<file path="src/rtl/pong_renderer.sv">
// Pong game core: per-frame ball/paddle/score state machine plus a one-clock
// pixel pipeline that turns the vga_counter position into a registered RGB
// value with hsync/vsync delayed to stay aligned with it.
module pong_renderer #(
   parameter int H_ACTIVE     = 400,
   parameter int V_ACTIVE     = 600,
   parameter int BALL_SIZE    = 8,
   parameter int BALL_SPEED   = 2,
   parameter int PADDLE_H     = 80,
   parameter int PADDLE_W     = 6,
   parameter int PADDLE_X     = 16,
   parameter int PADDLE_SPEED = 4,
   parameter int SERVE_FRAMES = 60,
   parameter int WIN_SCORE    = 9
) (
   input  logic        clk,
   input  logic        rst_n,
   input  logic [8:0]  hcounter,
   input  logic [10:0] vcounter,
   input  logic        display,
   input  logic        hsync,
   input  logic        vsync,
   input  logic        btn_l_up,
   input  logic        btn_l_dn,
   input  logic        btn_r_up,
   input  logic        btn_r_dn,
   output logic [2:0]  rgb,
   output logic        hsync_o,
   output logic        vsync_o,
   output logic [3:0]  score_l,
   output logic [3:0]  score_r
);

   typedef enum logic [1:0] {S_SERVE, S_PLAY, S_POINT, S_OVER} state_t;

   localparam int SCW = $clog2(SERVE_FRAMES + 1);

   // 12-bit compare constants so that sums of 11-bit positions never wrap
   localparam logic [11:0] C_H    = 12'(H_ACTIVE);
   localparam logic [11:0] C_V    = 12'(V_ACTIVE);
   localparam logic [11:0] C_BS   = 12'(BALL_SIZE);
   localparam logic [11:0] C_SPD  = 12'(BALL_SPEED);
   localparam logic [11:0] C_PH   = 12'(PADDLE_H);
   localparam logic [11:0] C_PW   = 12'(PADDLE_W);
   localparam logic [11:0] C_PSPD = 12'(PADDLE_SPEED);
   localparam logic [11:0] C_PXL  = 12'(PADDLE_X);
   localparam logic [11:0] C_PXR  = 12'(H_ACTIVE - PADDLE_X - PADDLE_W);
   localparam logic [11:0] C_NET0 = 12'(H_ACTIVE / 2 - 1);
   localparam logic [11:0] C_NET1 = 12'(H_ACTIVE / 2);

   // 11-bit position constants
   localparam logic [10:0] C_BX0     = 11'(H_ACTIVE / 2 - BALL_SIZE / 2);
   localparam logic [10:0] C_BY0     = 11'(V_ACTIVE / 2 - BALL_SIZE / 2);
   localparam logic [10:0] C_PY0     = 11'((V_ACTIVE - PADDLE_H) / 2);
   localparam logic [10:0] C_BX_LHIT = 11'(PADDLE_X + PADDLE_W);
   localparam logic [10:0] C_BX_RHIT = 11'(H_ACTIVE - PADDLE_X - PADDLE_W - BALL_SIZE);
   localparam logic [10:0] C_BY_MAX  = 11'(V_ACTIVE - BALL_SIZE);
   localparam logic [10:0] C_PY_MAX  = 11'(V_ACTIVE - PADDLE_H);
   localparam logic [10:0] C_BSTEP   = 11'(BALL_SPEED);
   localparam logic [10:0] C_PSTEP   = 11'(PADDLE_SPEED);
   localparam logic [3:0]  C_WIN     = 4'(WIN_SCORE);
   localparam logic [SCW-1:0] C_SERVE_LAST = SCW'(SERVE_FRAMES - 1);

   state_t         r_state;
   logic [SCW-1:0] r_serve_cnt;
   logic [10:0]    r_ball_x;
   logic [10:0]    r_ball_y;
   logic           r_vx_neg;
   logic           r_vy_neg;
   logic [10:0]    r_pad_l;
   logic [10:0]    r_pad_r;
   logic [3:0]     r_score_l;
   logic [3:0]     r_score_r;
   logic [2:0]     r_rgb;
   logic           r_hsync_o;
   logic           r_vsync_o;

   logic        w_frame_tick;
   logic [11:0] w_bx;
   logic [11:0] w_by;
   logic [11:0] w_pl;
   logic [11:0] w_pr;
   logic [11:0] w_h;
   logic [11:0] w_v;
   logic        w_miss_l;
   logic        w_miss_r;
   logic        w_hit_l;
   logic        w_hit_r;
   logic [10:0] w_ball_y_nx;
   logic        w_vy_neg_nx;
   logic [10:0] w_pad_l_nx;
   logic [10:0] w_pad_r_nx;
   logic        w_ball_px;
   logic        w_pad_px;
   logic        w_net_px;
   logic [2:0]  w_rgb_nx;

   function automatic logic [10:0] f_paddle(input logic [10:0] y, input logic up,
                                            input logic dn);
      logic [11:0] y12;
      y12      = {1'b0, y};
      f_paddle = y;
      if (up && !dn)
         f_paddle = (y12 < C_PSPD) ? '0 : y - C_PSTEP;
      else if (dn && !up)
         f_paddle = (y12 + C_PSPD > {1'b0, C_PY_MAX}) ? C_PY_MAX : y + C_PSTEP;
   endfunction

   assign w_frame_tick = (hcounter == '0) && ({1'b0, vcounter} == C_V);
   assign w_bx = {1'b0, r_ball_x};
   assign w_by = {1'b0, r_ball_y};
   assign w_pl = {1'b0, r_pad_l};
   assign w_pr = {1'b0, r_pad_r};
   assign w_h  = {3'b000, hcounter};
   assign w_v  = {1'b0, vcounter};

   // Game-rule decisions for the coming tick, all from pre-tick values
   always_comb begin
      w_miss_l = r_vx_neg && (w_bx < C_SPD);
      w_miss_r = !r_vx_neg && (w_bx + C_BS > C_H - C_SPD);
      w_hit_l  = r_vx_neg && (w_bx < C_PXL + C_PW) && (w_bx + C_BS > C_PXL)
                 && (w_by < w_pl + C_PH) && (w_by + C_BS > w_pl);
      w_hit_r  = !r_vx_neg && (w_bx < C_PXR + C_PW) && (w_bx + C_BS > C_PXR)
                 && (w_by < w_pr + C_PH) && (w_by + C_BS > w_pr);
      w_ball_y_nx = r_ball_y + C_BSTEP;
      w_vy_neg_nx = r_vy_neg;
      if (r_vy_neg) begin
         if (w_by < C_SPD) begin
            w_ball_y_nx = '0;
            w_vy_neg_nx = 1'b0;
         end else begin
            w_ball_y_nx = r_ball_y - C_BSTEP;
         end
      end else if (w_by + C_BS > C_V - C_SPD) begin
         w_ball_y_nx = C_BY_MAX;
         w_vy_neg_nx = 1'b1;
      end
      w_pad_l_nx = f_paddle(r_pad_l, btn_l_up, btn_l_dn);
      w_pad_r_nx = f_paddle(r_pad_r, btn_r_up, btn_r_dn);
   end

   // Pixel classification and colour priority for the current counter position
   always_comb begin
      w_ball_px = (r_state != S_OVER) && (w_h >= w_bx) && (w_h < w_bx + C_BS)
                  && (w_v >= w_by) && (w_v < w_by + C_BS);
      w_pad_px  = ((w_h >= C_PXL) && (w_h < C_PXL + C_PW)
                   && (w_v >= w_pl) && (w_v < w_pl + C_PH))
                  || ((w_h >= C_PXR) && (w_h < C_PXR + C_PW)
                   && (w_v >= w_pr) && (w_v < w_pr + C_PH));
      w_net_px  = ((w_h == C_NET0) || (w_h == C_NET1)) && !vcounter[4];
      w_rgb_nx  = 3'b000;
      if (display) begin
         if (w_ball_px)      w_rgb_nx = 3'b110;
         else if (w_pad_px)  w_rgb_nx = 3'b111;
         else if (w_net_px)  w_rgb_nx = 3'b010;
      end
   end

   // Registered pixel and sync, one clock behind the counters
   always_ff @(posedge clk or negedge rst_n) begin
      if (!rst_n) begin
         r_rgb     <= '0;
         r_hsync_o <= 1'b0;
         r_vsync_o <= 1'b0;
      end else begin
         r_rgb     <= w_rgb_nx;
         r_hsync_o <= hsync;
         r_vsync_o <= vsync;
      end
   end

   // Game FSM, advanced once per frame tick
   always_ff @(posedge clk or negedge rst_n) begin
      if (!rst_n) begin
         r_state     <= S_SERVE;
         r_serve_cnt <= '0;
         r_ball_x    <= C_BX0;
         r_ball_y    <= C_BY0;
         r_vx_neg    <= 1'b0;
         r_vy_neg    <= 1'b0;
         r_pad_l     <= C_PY0;
         r_pad_r     <= C_PY0;
         r_score_l   <= '0;
         r_score_r   <= '0;
      end else if (w_frame_tick) begin
         case (r_state)
            S_SERVE: begin
               r_pad_l  <= w_pad_l_nx;
               r_pad_r  <= w_pad_r_nx;
               r_ball_x <= C_BX0;
               r_ball_y <= C_BY0;
               if (r_serve_cnt == C_SERVE_LAST) begin
                  r_serve_cnt <= '0;
                  r_state     <= S_PLAY;
               end else begin
                  r_serve_cnt <= r_serve_cnt + 1'b1;
               end
            end
            S_PLAY: begin
               r_pad_l  <= w_pad_l_nx;
               r_pad_r  <= w_pad_r_nx;
               r_ball_y <= w_ball_y_nx;
               r_vy_neg <= w_vy_neg_nx;
               if (w_miss_l) begin
                  r_score_r <= (r_score_r < C_WIN) ? r_score_r + 4'd1 : r_score_r;
                  r_state   <= S_POINT;
               end else if (w_miss_r) begin
                  r_score_l <= (r_score_l < C_WIN) ? r_score_l + 4'd1 : r_score_l;
                  r_state   <= S_POINT;
               end else if (w_hit_l) begin
                  r_ball_x <= C_BX_LHIT;
                  r_vx_neg <= 1'b0;
               end else if (w_hit_r) begin
                  r_ball_x <= C_BX_RHIT;
                  r_vx_neg <= 1'b1;
               end else begin
                  r_ball_x <= r_vx_neg ? r_ball_x - C_BSTEP : r_ball_x + C_BSTEP;
               end
            end
            S_POINT: begin
               r_pad_l <= w_pad_l_nx;
               r_pad_r <= w_pad_r_nx;
               if ((r_score_l == C_WIN) || (r_score_r == C_WIN)) begin
                  r_state <= S_OVER;
               end else begin
                  // vx is left alone: at a miss the ball is already heading
                  // toward the side that lost the point
                  r_state     <= S_SERVE;
                  r_serve_cnt <= '0;
                  r_ball_x    <= C_BX0;
                  r_ball_y    <= C_BY0;
               end
            end
            default: begin
               r_state <= S_OVER;
            end
         endcase
      end
   end

   assign rgb     = r_rgb;
   assign hsync_o = r_hsync_o;
   assign vsync_o = r_vsync_o;
   assign score_l = r_score_l;
   assign score_r = r_score_r;

endmodule

</file>
<file path="config.mk">
export PLATFORM = sky130hd
export DESIGN_NAME = pong_renderer
export DESIGN_NICKNAME = d
export VERILOG_FILES = /design/src/rtl/pong_renderer.sv
export SDC_FILE = /design/constraint.sdc
export NUM_CORES = 1
export LEC_CHECK = 0
export BUFFER_PORTS_ARGS = -buffer_cell sky130_fd_sc_hd__buf_4
export CAP_MARGIN = 20
export CELL_PAD_IN_SITES_DETAIL_PLACEMENT = 2
export CELL_PAD_IN_SITES_GLOBAL_PLACEMENT = 2
export CORE_MARGIN = 5
export CORE_UTILIZATION = 35
export CTS_CLUSTER_DIAMETER = 60
export DETAILED_ROUTE_END_ITERATION = 12
export PLACE_DENSITY = 0.78
export SLEW_MARGIN = 0
export SYNTH_ARGS = -nofsm -noshare
export SYNTH_HDL_FRONTEND = slang
export SYNTH_SLANG_ARGS = --single-unit
</file>
<file path="constraint.sdc">
create_clock -name clk -period 3.4 [get_ports clk]
set_input_delay 0.51 -clock clk [delete_from_list [all_inputs] [get_ports clk]]
set_output_delay 0.51 -clock clk [all_outputs]
set_load 0.03 [all_outputs]
</file>
# ---- Yosys cells after proc, flatten, opt, wreduce, memory -nomap -nowiden
# Index checks and enable logic that the tools add are counted.
dict set report classes {
  n_addsub 17
  n_mul 0
  n_div 0
  order_cmp 30
  n_eq_ne 14
  n_shift 0
  muxes 37
  bitwise 2
  reduce_logical 53
}
# operator count
set op_table {}
lappend op_table {{two-way mux 11 bit} 18}
lappend op_table {{case mux 11 bit (3 select lines)} 2}
lappend op_table {{less-than comparator 11 x 12 -> 1 bit} 5}
lappend op_table {{> comparator 12 x 10 -> 1 bit (second input constant)} 3}
lappend op_table {{>= comparator 11 bit} 3}
lappend op_table {{logical AND 1 bit} 26}
lappend op_table {{adder 11 x 3 -> 12 bit (second input constant)} 2}
lappend op_table {{adder 11 x 4 -> 12 bit (second input constant)} 2}
lappend op_table {{adder 11 x 7 -> 12 bit (second input constant)} 2}
lappend op_table {{> comparator 12 x 11 -> 1 bit} 2}
lappend op_table {{> comparator 12 x 9 -> 1 bit (second input constant)} 2}
lappend op_table {{adder 11 x 2 -> 11 bit (second input constant)} 2}
lappend op_table {{adder 11 x 3 -> 11 bit (second input constant)} 2}
lappend op_table {{less-than comparator 11 x 2 -> 1 bit (second input constant)} 2}
lappend op_table {{less-than comparator 11 x 3 -> 1 bit (second input constant)} 2}
lappend op_table {{subtractor 11 x 2 -> 11 bit (second input constant)} 2}
lappend op_table {{subtractor 11 x 3 -> 11 bit (second input constant)} 2}
lappend op_table {{== test 9 x 8 -> 1 bit (second input constant)} 2}
lappend op_table {{AND reduction 3 bit} 5}
lappend op_table {{AND reduction 5 bit} 3}
lappend op_table {{> comparator 12 x 5 -> 1 bit (second input constant)} 1}
lappend op_table {{less-than comparator 9 x 12 -> 1 bit} 1}
lappend op_table {{two-way mux 6 bit} 2}
lappend op_table {{case mux 6 bit (2 select lines)} 1}
lappend op_table {{other kinds (31)} 59}
dict set report totals {
  ff_bits 67
  latchBits 0
  ram_bits 0
  mem_bits_ro 0
  input_bits 29
  output_inout_bits 13
  wordCells 166
  mem_count 0
}

# ---- Longest topological paths before layout
dict set report logic_depth {
  ltp_word 10
  ltp_mapped 13
  depth_no_buf 13
}

# ---- Worst setup path before layout
# Ideal clock, no wire load.
dict set report synth_timing {
  path_kind {register to register}
  from {register r_ball_y[5]}
  to {register r_ball_x[3]}
  setup_time_ns 0.124
  arrival_ns 3.005
  t_required_ns 3.276
  slack_ns 0.271
  stages_incl_launch_ff 14
  n_path_buf 1
  period_less_slack_ns 3.129
  cell_sequence {dfstp_2 > buf_2 > nand3_1 > nor4_1 > xnor2_1 > ha_1 > nand3_1 > nor4_1 > a21o_1 > o21ai_0 > o311ai_1 > o21ai_0 > nor3_1 > a211o_1}
}
dict set report synth_via {
  elab_chain_cells 8
  word_cells_on_any_way 14
  cone_classes {add/sub (1); order compare (4); mux (5); reduce/logical (4)}
}
# element line_no
set synth_lines {}
lappend synth_lines {{start, declared} 67} ;# logic [10:0] r_ball_y;
lappend synth_lines {{start signal, assigned} 202} ;# r_ball_y <= w_ball_y_nx;
lappend synth_lines {{adder 11 x 4 -> 12 bit or less-than comparator 11 x 12 -> 1 bit (tied branches)} {122, 124}}
lappend synth_lines {{> comparator 12 x 11 -> 1 bit or logical AND 1 bit (tied branches)} 124} ;# && (w_by < w_pr + C_PH) && (w_by + C_BS > w_pr);
lappend synth_lines {{logical AND 1 bit} 124}
lappend synth_lines {{two-way mux 11 bit} 213} ;# end else if (w_hit_r) begin
lappend synth_lines {{two-way mux 11 bit (*)} 210} ;# end else if (w_hit_l) begin
lappend synth_lines {{two-way mux 11 bit (*)} 207} ;# end else if (w_miss_r) begin
lappend synth_lines {{two-way mux 11 bit (*)} 204} ;# if (w_miss_l) begin
lappend synth_lines {{case mux 11 bit (3 select lines) (*)} 186} ;# case (r_state)
lappend synth_lines {{end signal, assigned} 217} ;# r_ball_x <= r_vx_neg ? r_ball_x - C_BSTEP : r_ball_x + C_BSTEP;
lappend synth_lines {{end, declared} 66} ;# logic [10:0] r_ball_x;
# Every way passes the cells marked *; elsewhere a longest branch is shown, timed or not. The select of a mux whose other input is x is not followed.
# A chain may end at the register's enable or synchronous reset.

# ---- Worst setup path after layout
# Ends and elaborated chain as after synthesis.

==> impl_metrics.csv <==
group,metric,value,unit
outcome,outcome,"finished clean",
global_routing,overflow,0,
floorplan,die_w,155,um
cts,cts_made_buffers,9,
timing,hold_viol_final,0,
min_path,hold_class,"in -> reg",
yosys,synthFlopType,"dfrtp_1",
timing,holdWs,0.265,ns
timing,rsz0062_at_grt,"true",
timing,setup_viol,0,
route,dr_wl_met2,14900,um
pwr,leakage,3.84,nW
route,via_per_inst,6.05,
global_routing,grt_max_degree,62,
layout,syn_to_final_growth,16.9,%
timing,fmax,0.299,GHz
global_routing,grt_antenna_before_repair,0,
cts,postCtsSetupBuffers,0,
timing,fin_crit_sh,98.2,%
min_path,hold_path_end,"hsync_o",
floorplan,start_util,35.3,%
route,drt_wl_total,30100,um
timing,slew_viol_final,0,
layout,layout-drive-gt1-share,14.8,%
route,first_pass_iters,4,
critical_path,rr_endpoint,"r_ball_x[3]",
route,routedWlPerCell,23.5,um
critical_path,crit_required,3.62,ns
pwr,power_switching,0.507,mW
global_routing,track_usage,24.9,%
critical_path,reg2reg_depth,13,
global_routing,grt_pass1_vias,8212,
yosys,synth.cell_area,7410,sq um
pwr,netSwitchingFraction,25.9,%
critical_path,worst-path-max-fanout,7,
pwr,power_density,226,nW/um^2
timing,worst_slew_pin_slew,0.907,ns
yosys,synth-edff-count,0,
yosys,async_reset_ff_share,100,%
pwr,vdd_ir_drop_max,0.000209,V
cts,cts-root-buf,"clkbuf_16",
timing,skew,0.0140,ns
layout,final_area,8660,sq um
yosys,syn_nets,1096,
critical_path,end_kind,"flop",
placement,gp_congestion,0.917,
critical_path,critPathKind,"reg -> reg",
critical_path,path_cells,"nand3_2 -> nor4_4 -> xnor2_2 -> ha_1 -> nand3_1 -> nor4_1 -> a21o_1 -> o21ai_0 -> o311ai_2 -> o21ai_1 -> buf_4 -> nor3_1 -> a211o_1",
layout,finalNetCount,1157,
placement,placed_cells,1267,
floorplan,fp-row-count,53,
yosys,synth_top_area_share,21.1,%
pwr,p_seq_share,37.3,%
layout,instances_no_fill,1283,
yosys,yosysUniqueCellTypes,80,
layout,fillers,2449,
cts,cts_hold_buf,0,
placement,placed_area,8260,sq um
route,route.detailed.drc,0,
yosys,ys_seq_area_share,20.8,%
timing,max_slew_margin,39.5,%
critical_path,worstReg2RegStart,"r_ball_y[5]",
pwr,intPower,1.45,mW
yosys,yosysTopAreaCell,"ha_1",
layout,seq_area,1540,sq um
yosys,yosysWarningCount,0,
route,m1WireLength,13600,um
layout,multiInputGateArea,5530,sq um
route,drtIter0Drc,324,
route,met3_wirelength,1080,um
pwr,clockPowerShare,52.8,%
cts,clk_pin_slew,0.06,ns
cts,cts_tree,"done",
critical_path,cpMaxStageDelayCell,"dfstp_2",
cts,cts_sinks,61,
pwr,p_total,1.96,mW
cts,clk_path_buf_depth,2,
floorplan,dieArea,24200,sq um
floorplan,core,21000,sq um
pwr,p_comb_share,9.9,%
yosys,synth_seq_cells,61,
critical_path,cp-start-kind,"flop",
route,final_antenna_net_count,0,
critical_path,arrival,3.56,ns
critical_path,reg2reg_setup_slack,0.06,ns
min_path,min_path_cells,1,
yosys,synth_area_leaders,"ha_1 (21%), dfrtp_1 (17%), o21ai_0 (5.6%)",
route,vias,7764,
flow_run,max_cap_violations,0,
cts,clk_latency,0.35,ns
placement,io_buffers,41,
timing,finalCriticalPeriod,3.34,ns
global_routing,grt_first_pass_wirelength,47500,um
cts,h-tree-depth,3,
layout,insertedDiodeCount,0,
yosys,synth.avg_cell_area,7.86,sq um
floorplan,pin_count,42,
route,top_layer,"met4",
placement,hpwl,23100,um
min_path,hp-start,"hsync",
critical_path,cpPeakStageDelay,0.63,ns
floorplan,die_h,155,um
yosys,synthCells,942,
cell usage after synthesis, types with 12 or more instances:
cell type,count
nor3_1,34
nor2_1,54
dfrtp_1,51
ha_1,125
xnor2_1,26
nand4_1,27
o21ai_0,83
a31oi_1,16
nand2_1,66
a211oi_1,12
clkbuf_1,33
inv_1,65
nor4_1,14
or3_1,12
and3_1,13
o31ai_1,12
a21oi_1,78
nand3_1,31
nor2b_1,13
cells in the final DEF (no fill, tap or decap), types with 4 or more instances in the layout:
cell type	instances
a211o_1	5
a211oi_1	12
a21boi_0	6
a21o_1	11
a21oi_1	78
a31oi_1	16
and2_1	4
and3_1	12
and4_1	8
buf_4	90
clkbuf_16	9
dfrtp_1	50
dfstp_2	10
ha_1	124
inv_1	65
nand2_1	66
nand2b_1	4
nand3_1	30
nand4_1	27
nor2_1	53
nor2b_1	13
nor3_1	34
nor4_1	12
o211ai_1	6
o21a_1	11
o21ai_0	79
o21ai_1	5
o21bai_1	4
o22ai_1	10
o31a_1	4
o31ai_1	12
or2_2	6
or3_1	12
or4_1	4
xnor2_1	23
xor2_1	5
critical path, delay by kind of cell (launching register included):
family | cells | cell delay (ns)
AND/OR/NAND/NOR | 5 | 0.81
adder cells (fa/ha/maj) | 1 | 0.32
flip-flops | 1 | 0.63
XOR/XNOR | 1 | 0.20
AO/OA/AOI/OAI | 5 | 1.09
buffers and inverters | 1 | 0.18
how the worst max path moves through the flow:
stage | from | end | slack (ns) | depth (start not counted)
after global routing | r_ball_y[3] | r_ball_x[3] | -0.07 | 14
after CTS | r_ball_y[3] | r_ball_x[3] | 0.02 | 14
after global placement | r_ball_y[3] | rgb[1] | 0.15 | 14
after detailed placement | r_ball_y[3] | r_ball_x[3] | -0.01 | 14
after floorplan | r_ball_y[5] | r_ball_x[3] | 0.27 | 13
final | r_ball_y[5] | r_ball_x[3] | 0.06 | 13
power groups by stage:
| stage | Sequential [mW] | Clock [mW] | Combinational, mW |
|---|---|---|---|
| finish | 0.729 | 1.03 | 0.194 |
| global placement | 0.742 | 0 | 0.185 |
| floorplan | 0.746 | 0 | 0.0736 |
| detailed placement | 0.742 | 0 | 0.191 |
| global route | 0.729 | 1.09 | 0.213 |
| CTS | 0.729 | 1.06 | 0.193 |
metrics by stage:
stage,util [%],setup slack [ns],TNS [ns]
floorplan,-,0.271,0
global placement,39.4,0.150,0
detailed placement,39.4,-0.00972,-0.00972
CTS,41.1,0.0171,0
global route,41.3,-0.0673,-0.0673
finish,41.3,0.0599,0
state kept, by name, indices dropped and copies added, names as in the netlist:
register	count
rgb	3
hsync_o	1
score_r	4
r_vy_neg	1
vsync_o	1
score_l	4
r_serve_cnt	6
r_ball_y	10
r_state	2
r_ball_x	10
r_pad_l	9
r_pad_r	9
r_vx_neg	1
final cells by class:
cell class	instances	area share, %
multi-input combinational	774	63.8
timing repair buffer	90	7.80
tap	275	3.97
inverter	67	2.90
clock buffer	11	2.69
clock inverter	5	0.997
sequential	61	17.8
layer usage:
metal,vias to the layer above,GRT usage [%]
met5,-,0
met1,3921,33.0
li1,3645,-
met4,0,6.75
met2,155,43.2
met3,43,2.53
cell families (layout without fill, tap and decap cells):
family / Yosys count / in the layout / synth area share [%]
flip-flops: 61 / 61 / 20.8
buffers and inverters: 107 / 173 / 5.61
AO/OA/AOI/OAI: 302 / 302 / 26.0
multiplexers: 2 / 2 / 0.287
XOR/XNOR: 31 / 31 / 3.67
adder cells (fa/ha/maj): 125 / 125 / 21.1
AND/OR/NAND/NOR: 314 / 314 / 22.6
repair_timing:
item                       CTS  global route
pin swaps                    0             1
setup endpoints to repair    4            12
resized for setup            5            14
(Power assumes the default switching activity.)
